--- config.mk ---
export PLATFORM = sky130hd
export DESIGN_NAME = bus_interconnect
export DESIGN_NICKNAME = d
export VERILOG_FILES = /design/src/rtl/bus_pkg.sv /design/src/rtl/bus_addr_decoder.sv /design/src/rtl/bus_interconnect.sv
export SDC_FILE = /design/constraint.sdc
export NUM_CORES = 1
export LEC_CHECK = 0
export BUFFER_PORTS_ARGS = -buffer_cell sky130_fd_sc_hd__buf_2
export CAP_MARGIN = 20
export CORE_AREA = 3 3 397 399
export CTS_CLUSTER_DIAMETER = 150
export DETAILED_ROUTE_END_ITERATION = 10
export DIE_AREA = 0 0 400 402
export HOLD_SLACK_MARGIN = 0.12
export PLACE_DENSITY = 0.31
export SYNTH_ARGS = -nofsm -noshare
export SYNTH_HDL_FRONTEND = slang
export SYNTH_SLANG_ARGS = --single-unit
--- constraint.sdc ---
create_clock -name CLK_I -period 6 [get_ports CLK_I]
set_input_delay 0.6 -clock CLK_I [delete_from_list [all_inputs] [get_ports CLK_I]]
set_output_delay 0.6 -clock CLK_I [all_outputs]
set_load 0.05 [all_outputs]
--- src/rtl/bus_pkg.sv ---
// Shared types and constants for the single-master bus interconnect:
// FSM encoding, default slave address map and the data/address slice width.
package bus_pkg;

  typedef enum logic [1:0] {
    S_IDLE  = 2'd0,
    S_BUSY  = 2'd1,
    S_DONE  = 2'd2,
    S_ERROR = 2'd3
  } bus_state_e;

  localparam int unsigned BUS_BYTE_AMNT = 8;
  localparam int unsigned BUS_DW        = 8 * BUS_BYTE_AMNT;

  localparam logic [63:0] ROM_BASE   = 64'h0;
  localparam logic [63:0] ROM_MASK   = ~64'hFFFFFF;
  localparam logic [63:0] RAM_BASE   = 64'h04000000;
  localparam logic [63:0] RAM_MASK   = ~64'h3FFFFFF;
  localparam logic [63:0] UART_BASE  = 64'h10013000;
  localparam logic [63:0] UART_MASK  = ~64'hFFF;
  localparam logic [63:0] CLINT_BASE = 64'hFFFFFFC0;
  localparam logic [63:0] CLINT_MASK = ~64'h3F;

  function automatic int unsigned slice_w(input int unsigned byte_amnt);
    return 8 * byte_amnt;
  endfunction

endpackage

--- src/rtl/bus_addr_decoder.sv ---
// Base/mask address decoder: reports whether any slave matches and, when several
// do, selects the lowest index as both a one-hot grant and a binary index.
module bus_addr_decoder #(
  parameter int unsigned AW     = 64,
  parameter int unsigned SLAVES = 4,
  parameter int unsigned IDX_W  = 2,
  parameter logic [SLAVES*64-1:0] BASE_ADDRS = '0,
  parameter logic [SLAVES*64-1:0] ADDR_MASKS = '0
) (
  input  logic [AW-1:0]     adr_i,
  output logic [SLAVES-1:0] match_o,
  output logic [IDX_W-1:0]  idx_o,
  output logic              hit_o
);

  logic [SLAVES-1:0] raw_match;

  always_comb begin
    raw_match = '0;
    match_o   = '0;
    idx_o     = '0;
    hit_o     = 1'b0;
    for (int i = 0; i < SLAVES; i++) begin
      raw_match[i] = ((adr_i & ADDR_MASKS[i*64 +: AW]) == BASE_ADDRS[i*64 +: AW]);
    end
    // Walk from the top down so the lowest matching index is the last writer.
    for (int i = SLAVES - 1; i >= 0; i--) begin
      if (raw_match[i]) begin
        match_o    = '0;
        match_o[i] = 1'b1;
        idx_o      = IDX_W'(i);
        hit_o      = 1'b1;
      end
    end
  end

endmodule

--- src/rtl/bus_interconnect.sv ---
// Registered single-master / N-slave interconnect, one transaction in flight.
// Define BUS_TIMEOUT_EN to abort a slave that never acknowledges after TIMEOUT_CYCLES.
module bus_interconnect
  import bus_pkg::*;
#(
  parameter int unsigned BYTE_AMNT = BUS_BYTE_AMNT,
  parameter int unsigned SLAVES    = 4,
  parameter logic [SLAVES*64-1:0] BASE_ADDRS = {CLINT_BASE, UART_BASE, RAM_BASE, ROM_BASE},
  parameter logic [SLAVES*64-1:0] ADDR_MASKS = {CLINT_MASK, UART_MASK, RAM_MASK, ROM_MASK},
  parameter int unsigned TIMEOUT_CYCLES = 255
) (
  input  logic                            CLK_I,
  input  logic                            RST_I,
  input  logic                            cpu_STB_I,
  input  logic                            cpu_WE_I,
  input  logic [BYTE_AMNT-1:0]            cpu_SEL_I,
  input  logic [8*BYTE_AMNT-1:0]          cpu_ADR_I,
  input  logic [8*BYTE_AMNT-1:0]          cpu_DAT_I,
  output logic [8*BYTE_AMNT-1:0]          cpu_DAT_O,
  output logic                            cpu_ACK_O,
  output logic                            cpu_ERR_O,
  output logic [SLAVES-1:0]               slv_STB_O,
  output logic [SLAVES-1:0]               slv_WE_O,
  output logic [SLAVES*BYTE_AMNT-1:0]     slv_SEL_O,
  output logic [SLAVES*8*BYTE_AMNT-1:0]   slv_ADR_O,
  output logic [SLAVES*8*BYTE_AMNT-1:0]   slv_DAT_O,
  input  logic [SLAVES*8*BYTE_AMNT-1:0]   slv_DAT_I,
  input  logic [SLAVES-1:0]               slv_ACK_I
);

  localparam int unsigned DW    = slice_w(BYTE_AMNT);
  localparam int unsigned IDX_W = (SLAVES > 1) ? $clog2(SLAVES) : 1;

  bus_state_e state_q, state_d;
  logic                 we_q, we_d;
  logic [BYTE_AMNT-1:0] sel_q, sel_d;
  logic [DW-1:0]        adr_q, adr_d;
  logic [DW-1:0]        dat_q, dat_d;
  logic [DW-1:0]        rdat_q, rdat_d;
  logic [IDX_W-1:0]     idx_q, idx_d;
  logic [SLAVES-1:0]    oh_q, oh_d;

  logic [SLAVES-1:0]    dec_oh;
  logic [IDX_W-1:0]     dec_idx;
  logic                 dec_hit;
  logic                 ack_sel;
  logic [DW-1:0]        rdat_sel;
  logic                 timeout;

  bus_addr_decoder #(
    .AW         (DW),
    .SLAVES     (SLAVES),
    .IDX_W      (IDX_W),
    .BASE_ADDRS (BASE_ADDRS),
    .ADDR_MASKS (ADDR_MASKS)
  ) u_dec (
    .adr_i   (cpu_ADR_I),
    .match_o (dec_oh),
    .idx_o   (dec_idx),
    .hit_o   (dec_hit)
  );

`ifdef BUS_TIMEOUT_EN
  localparam int unsigned CNT_W = (TIMEOUT_CYCLES > 255) ? $clog2(TIMEOUT_CYCLES + 1) : 8;
  logic [CNT_W-1:0] cnt_q, cnt_d;

  // Count is zero in the first BUSY cycle, so the terminal value leaves the
  // strobe up for exactly TIMEOUT_CYCLES cycles.
  assign timeout = (cnt_q == CNT_W'(TIMEOUT_CYCLES - 1));

  always_comb begin
    cnt_d = '0;
    if (state_q == S_BUSY) cnt_d = cnt_q + 1'b1;
  end

  always_ff @(posedge CLK_I or posedge RST_I) begin
    if (RST_I) cnt_q <= '0;
    else       cnt_q <= cnt_d;
  end
`else
  assign timeout = 1'b0;
`endif

  always_comb begin
    state_d = state_q;
    we_d    = we_q;
    sel_d   = sel_q;
    adr_d   = adr_q;
    dat_d   = dat_q;
    rdat_d  = rdat_q;
    idx_d   = idx_q;
    oh_d    = oh_q;
    ack_sel = slv_ACK_I[idx_q];
    rdat_sel = '0;
    for (int i = 0; i < SLAVES; i++) begin
      if (oh_q[i]) rdat_sel = slv_DAT_I[i*DW +: DW];
    end
    case (state_q)
      S_IDLE: begin
        if (cpu_STB_I) begin
          we_d    = cpu_WE_I;
          sel_d   = cpu_SEL_I;
          adr_d   = cpu_ADR_I;
          dat_d   = cpu_DAT_I;
          idx_d   = dec_idx;
          oh_d    = dec_oh;
          rdat_d  = '0;
          state_d = dec_hit ? S_BUSY : S_ERROR;
        end
      end
      S_BUSY: begin
        // An ACK coinciding with the terminal count still completes normally.
        if (ack_sel) begin
          rdat_d  = we_q ? '0 : rdat_sel;
          state_d = S_DONE;
        end else if (timeout) begin
          state_d = S_ERROR;
        end
      end
      default: state_d = S_IDLE;
    endcase
  end

  always_comb begin
    slv_STB_O = '0;
    slv_WE_O  = '0;
    slv_SEL_O = '0;
    slv_ADR_O = '0;
    slv_DAT_O = '0;
    cpu_ACK_O = (state_q == S_DONE);
    cpu_ERR_O = (state_q == S_ERROR);
    cpu_DAT_O = (state_q == S_DONE) ? rdat_q : '0;
    if (state_q == S_BUSY) begin
      for (int i = 0; i < SLAVES; i++) begin
        if (oh_q[i]) begin
          slv_STB_O[i]                         = 1'b1;
          slv_WE_O[i]                          = we_q;
          slv_SEL_O[i*BYTE_AMNT +: BYTE_AMNT]  = sel_q;
          slv_ADR_O[i*DW +: DW]                = adr_q & ~ADDR_MASKS[i*64 +: DW];
          slv_DAT_O[i*DW +: DW]                = dat_q;
        end
      end
    end
  end

  always_ff @(posedge CLK_I or posedge RST_I) begin
    if (RST_I) begin
      state_q <= S_IDLE;
      we_q    <= 1'b0;
      sel_q   <= '0;
      adr_q   <= '0;
      dat_q   <= '0;
      rdat_q  <= '0;
      idx_q   <= '0;
      oh_q    <= '0;
    end else begin
      state_q <= state_d;
      we_q    <= we_d;
      sel_q   <= sel_d;
      adr_q   <= adr_d;
      dat_q   <= dat_d;
      rdat_q  <= rdat_d;
      idx_q   <= idx_d;
      oh_q    <= oh_d;
    end
  end

endmodule

==> metrics.txt <==
outcome complete, no violations; post-CTS setup repair buffer count 0; Clock Power Share 27.4%; Ports 1018; antenna viol nets, final 0; Initial DRC Count 804; post-route setup TNS 0 ps; setup ws final 2148 ps; fmax 259.6 MHz; share of cells above drive strength 1 37.14%; Clock Latency Late Sink 510 ps; vias in the first global route 13910; Max Transition Viols Final 0; area leader, netlist dfrtp_1; initial antenna violation count 35; FF-to-FF path depth 5; Hold Path Class primary input to flip-flop; GR Overflow Total 0; die area 0.1608 sq mm; Tcrit/Tclk final 64.19%; final hold vios 0; pwr dens 246.1 mW/mm^2; skew final 19.89 ps; mapped cell area 0.01278 sq mm; Crit path arrival time 3250 ps; RD Place Congestion 0.7632; hold_buf cts 1; first drt pass iteration count 5; Yosys Warn Count 0; CTS H-tree lvls 4; Synth top area share 33.48%; TritonCTS clock tree built; vias per cell 3.230; dpl hpwl 63710 um; die width 400 um; hold path cells 3; syn avg cell area 7.510 sq um; Switching Fraction 46.90%; core area 0.1542 sq mm; Area Growth Syn to Fin 49.10%; FILL cells 18080; Layout Nets 2811; Sw Pwr 2.200 mW; clock sinks 171; static leakage 11.11 nW; Clock Pin Slew Worst Setup and Hold Paths 80 ps; internal power 2.491 mW; Primary FF master, synth dfrtp_1; Area contributors post-synth dfrtp_1, and3_1, buf_4; # Max-Cap Violations 0; Sequential Power Share 45.7%; PortBufs 829; RSZ-0062 raised after global routing false; FF+latch count, synth 171; routed wire length 81290 um; fin crit period 3852 ps; via count 14480; Chip Height 402 um; Worst Setup End Kind primary output; Power Total 4.691 mW; drc violations 0; crit-path max FO 220; register area share after synthesis 33.48%; Max IR drop VDD 181.7 uV; WS Path Type flip-flop to primary output; Final Setup Violations 0; async set or reset register ratio after synthesis 100.0%; Synth Instances 1702; largest net degree at the start of global routing 221; logic gate share of total power 26.9%; first-pass GRT wire length 109700 um; Worst Tran Pin Value 962.1 ps; Root Buffer clkbuf_16; Synth cell types 33; post-CTS resize count 0; R2R Setup Slk 3200 ps; most frequent cell after synthesis nand2_1; critical path required time 5400 ps; GR Util All Layers 9.570%; Worst setup SP type flip-flop; CTS buffer count 17; Initial Util 8.288%; WL/cell 18.14 um; dpl ws 2683 ps; Post-synth EDFFs 0; row cnt 144; Rel. slew slack 35.71%; Post-synth top cells nand2_1, and3_1, buf_4; maximum clock path buffer count 2
==> kinds of logic (layout without fill, tap and decap cells) <==
kind of cell	count (synthesis)	in the layout	synth area share (%)
and+or+nand+nor	969	969	39.51
AOI/OAI and AO/OA	202	202	9.886
buffers and inverters	355	889	16.68
muxes	4	4	0.4209
DFF	171	171	33.48
other	1	203	0.02934
==> sequential cells by signal, indices dropped and copies added, names as in the netlist <==
register  count
idx_q         2
oh_q          4
state_q       2
rdat_q       64
sel_q         8
adr_q        26
dat_q        64
we_q          1
==> placed cells by master, fill, tap and decap left out, types with 3 or more instances in the layout <==
master / instances
a21oi_1: 65
a221oi_1: 64
and2_1: 69
and3_1: 360
buf_12: 6
buf_2: 829
buf_4: 20
bufinv_16: 4
clkbuf_16: 17
clkinv_2: 3
conb_1: 188
dfrtp_1: 167
dfrtp_4: 4
diode_2: 15
inv_6: 3
nand2_1: 371
nand4_1: 10
nor2_1: 4
nor2b_1: 64
nor3_1: 65
nor4_1: 13
o21ai_0: 30
o21ai_1: 38
o31ai_1: 3
==> routing by layer <==
layer | wire length [um] | GRT usage (%) | part of all wire, % | vias to the layer above
li1 | - | - | - | 6864
met1 | 34630 | 11.89 | 43 | 6918
met2 | 39470 | 16.11 | 49 | 617
met3 | 5772 | 2.890 | 7.1 | 67
met4 | 1345 | 2.230 | 1.7 | 12
met5 | 69 | 0 | 0.085 | -
==> final timing paths <==
check | startpoint | endpoint
max | state_q[0]$_DFFE_PP0P_ | slv_DAT_O[30]
min in group asynchronous | RST_I | dat_q[6]$_DFFE_PP0P_
max reg2reg | oh_q[2]$_DFFE_PP0P_ | rdat_q[45]$_DFFE_PP0P_
min | cpu_SEL_I[3] | sel_q[3]$_DFFE_PP0P_
max in group asynchronous | RST_I | oh_q[2]$_DFFE_PP0P_
min reg2reg | rdat_q[63]$_DFFE_PP0P_ | rdat_q[63]$_DFFE_PP0P_
==> metrics by stage <==
| step | hold slack (ps) | cells | area [sq um] | utilization [%] |
|---|---|---|---|---|
| detailed placement | 464.7 | 4435 | 18390 | 11.92 |
| CTS | 181.4 | 4467 | 19020 | 12.33 |
| finish | 275.0 | 4482 | 19060 | 12.36 |
| global route | 203.4 | 4470 | 19030 | 12.34 |
| global placement | 456.7 | 4435 | 18390 | 11.92 |
| floorplan | 437.9 | 1889 | 13480 | - |
==> area by class of cell <==
class,count,area [sq um],area share (%)
tap,2044,2557,13.42
multi-input combinational,1363,7106,37.28
sequential,171,4294,22.53
antenna,15,37.54,0.1970
timing repair buffer,856,4429,23.24
clock buffer,17,425.4,2.232
clock inverter,14,193.9,1.018
inverter,2,15.01,0.07878
==> worst max-delay path, stage by stage (launching register included) <==
cell and delay [ps]:
dfrtp_1 490, inv_1 160, nor2_4 750, buf_12 500, and3_1 340, buf_2 300
==> power by group through the flow <==
stage	Clock [mW]	Sequential, mW	Combinational, mW
after floorplan	0	1.73	1.01
after global placement	0	2.19	1.27
after detailed placement	0	2.18	1.28
after CTS	1.39	2.17	1.28
after global routing	1.42	2.21	1.42
final	1.29	2.14	1.26
Note: power is estimated with default switching activity, not from simulation.
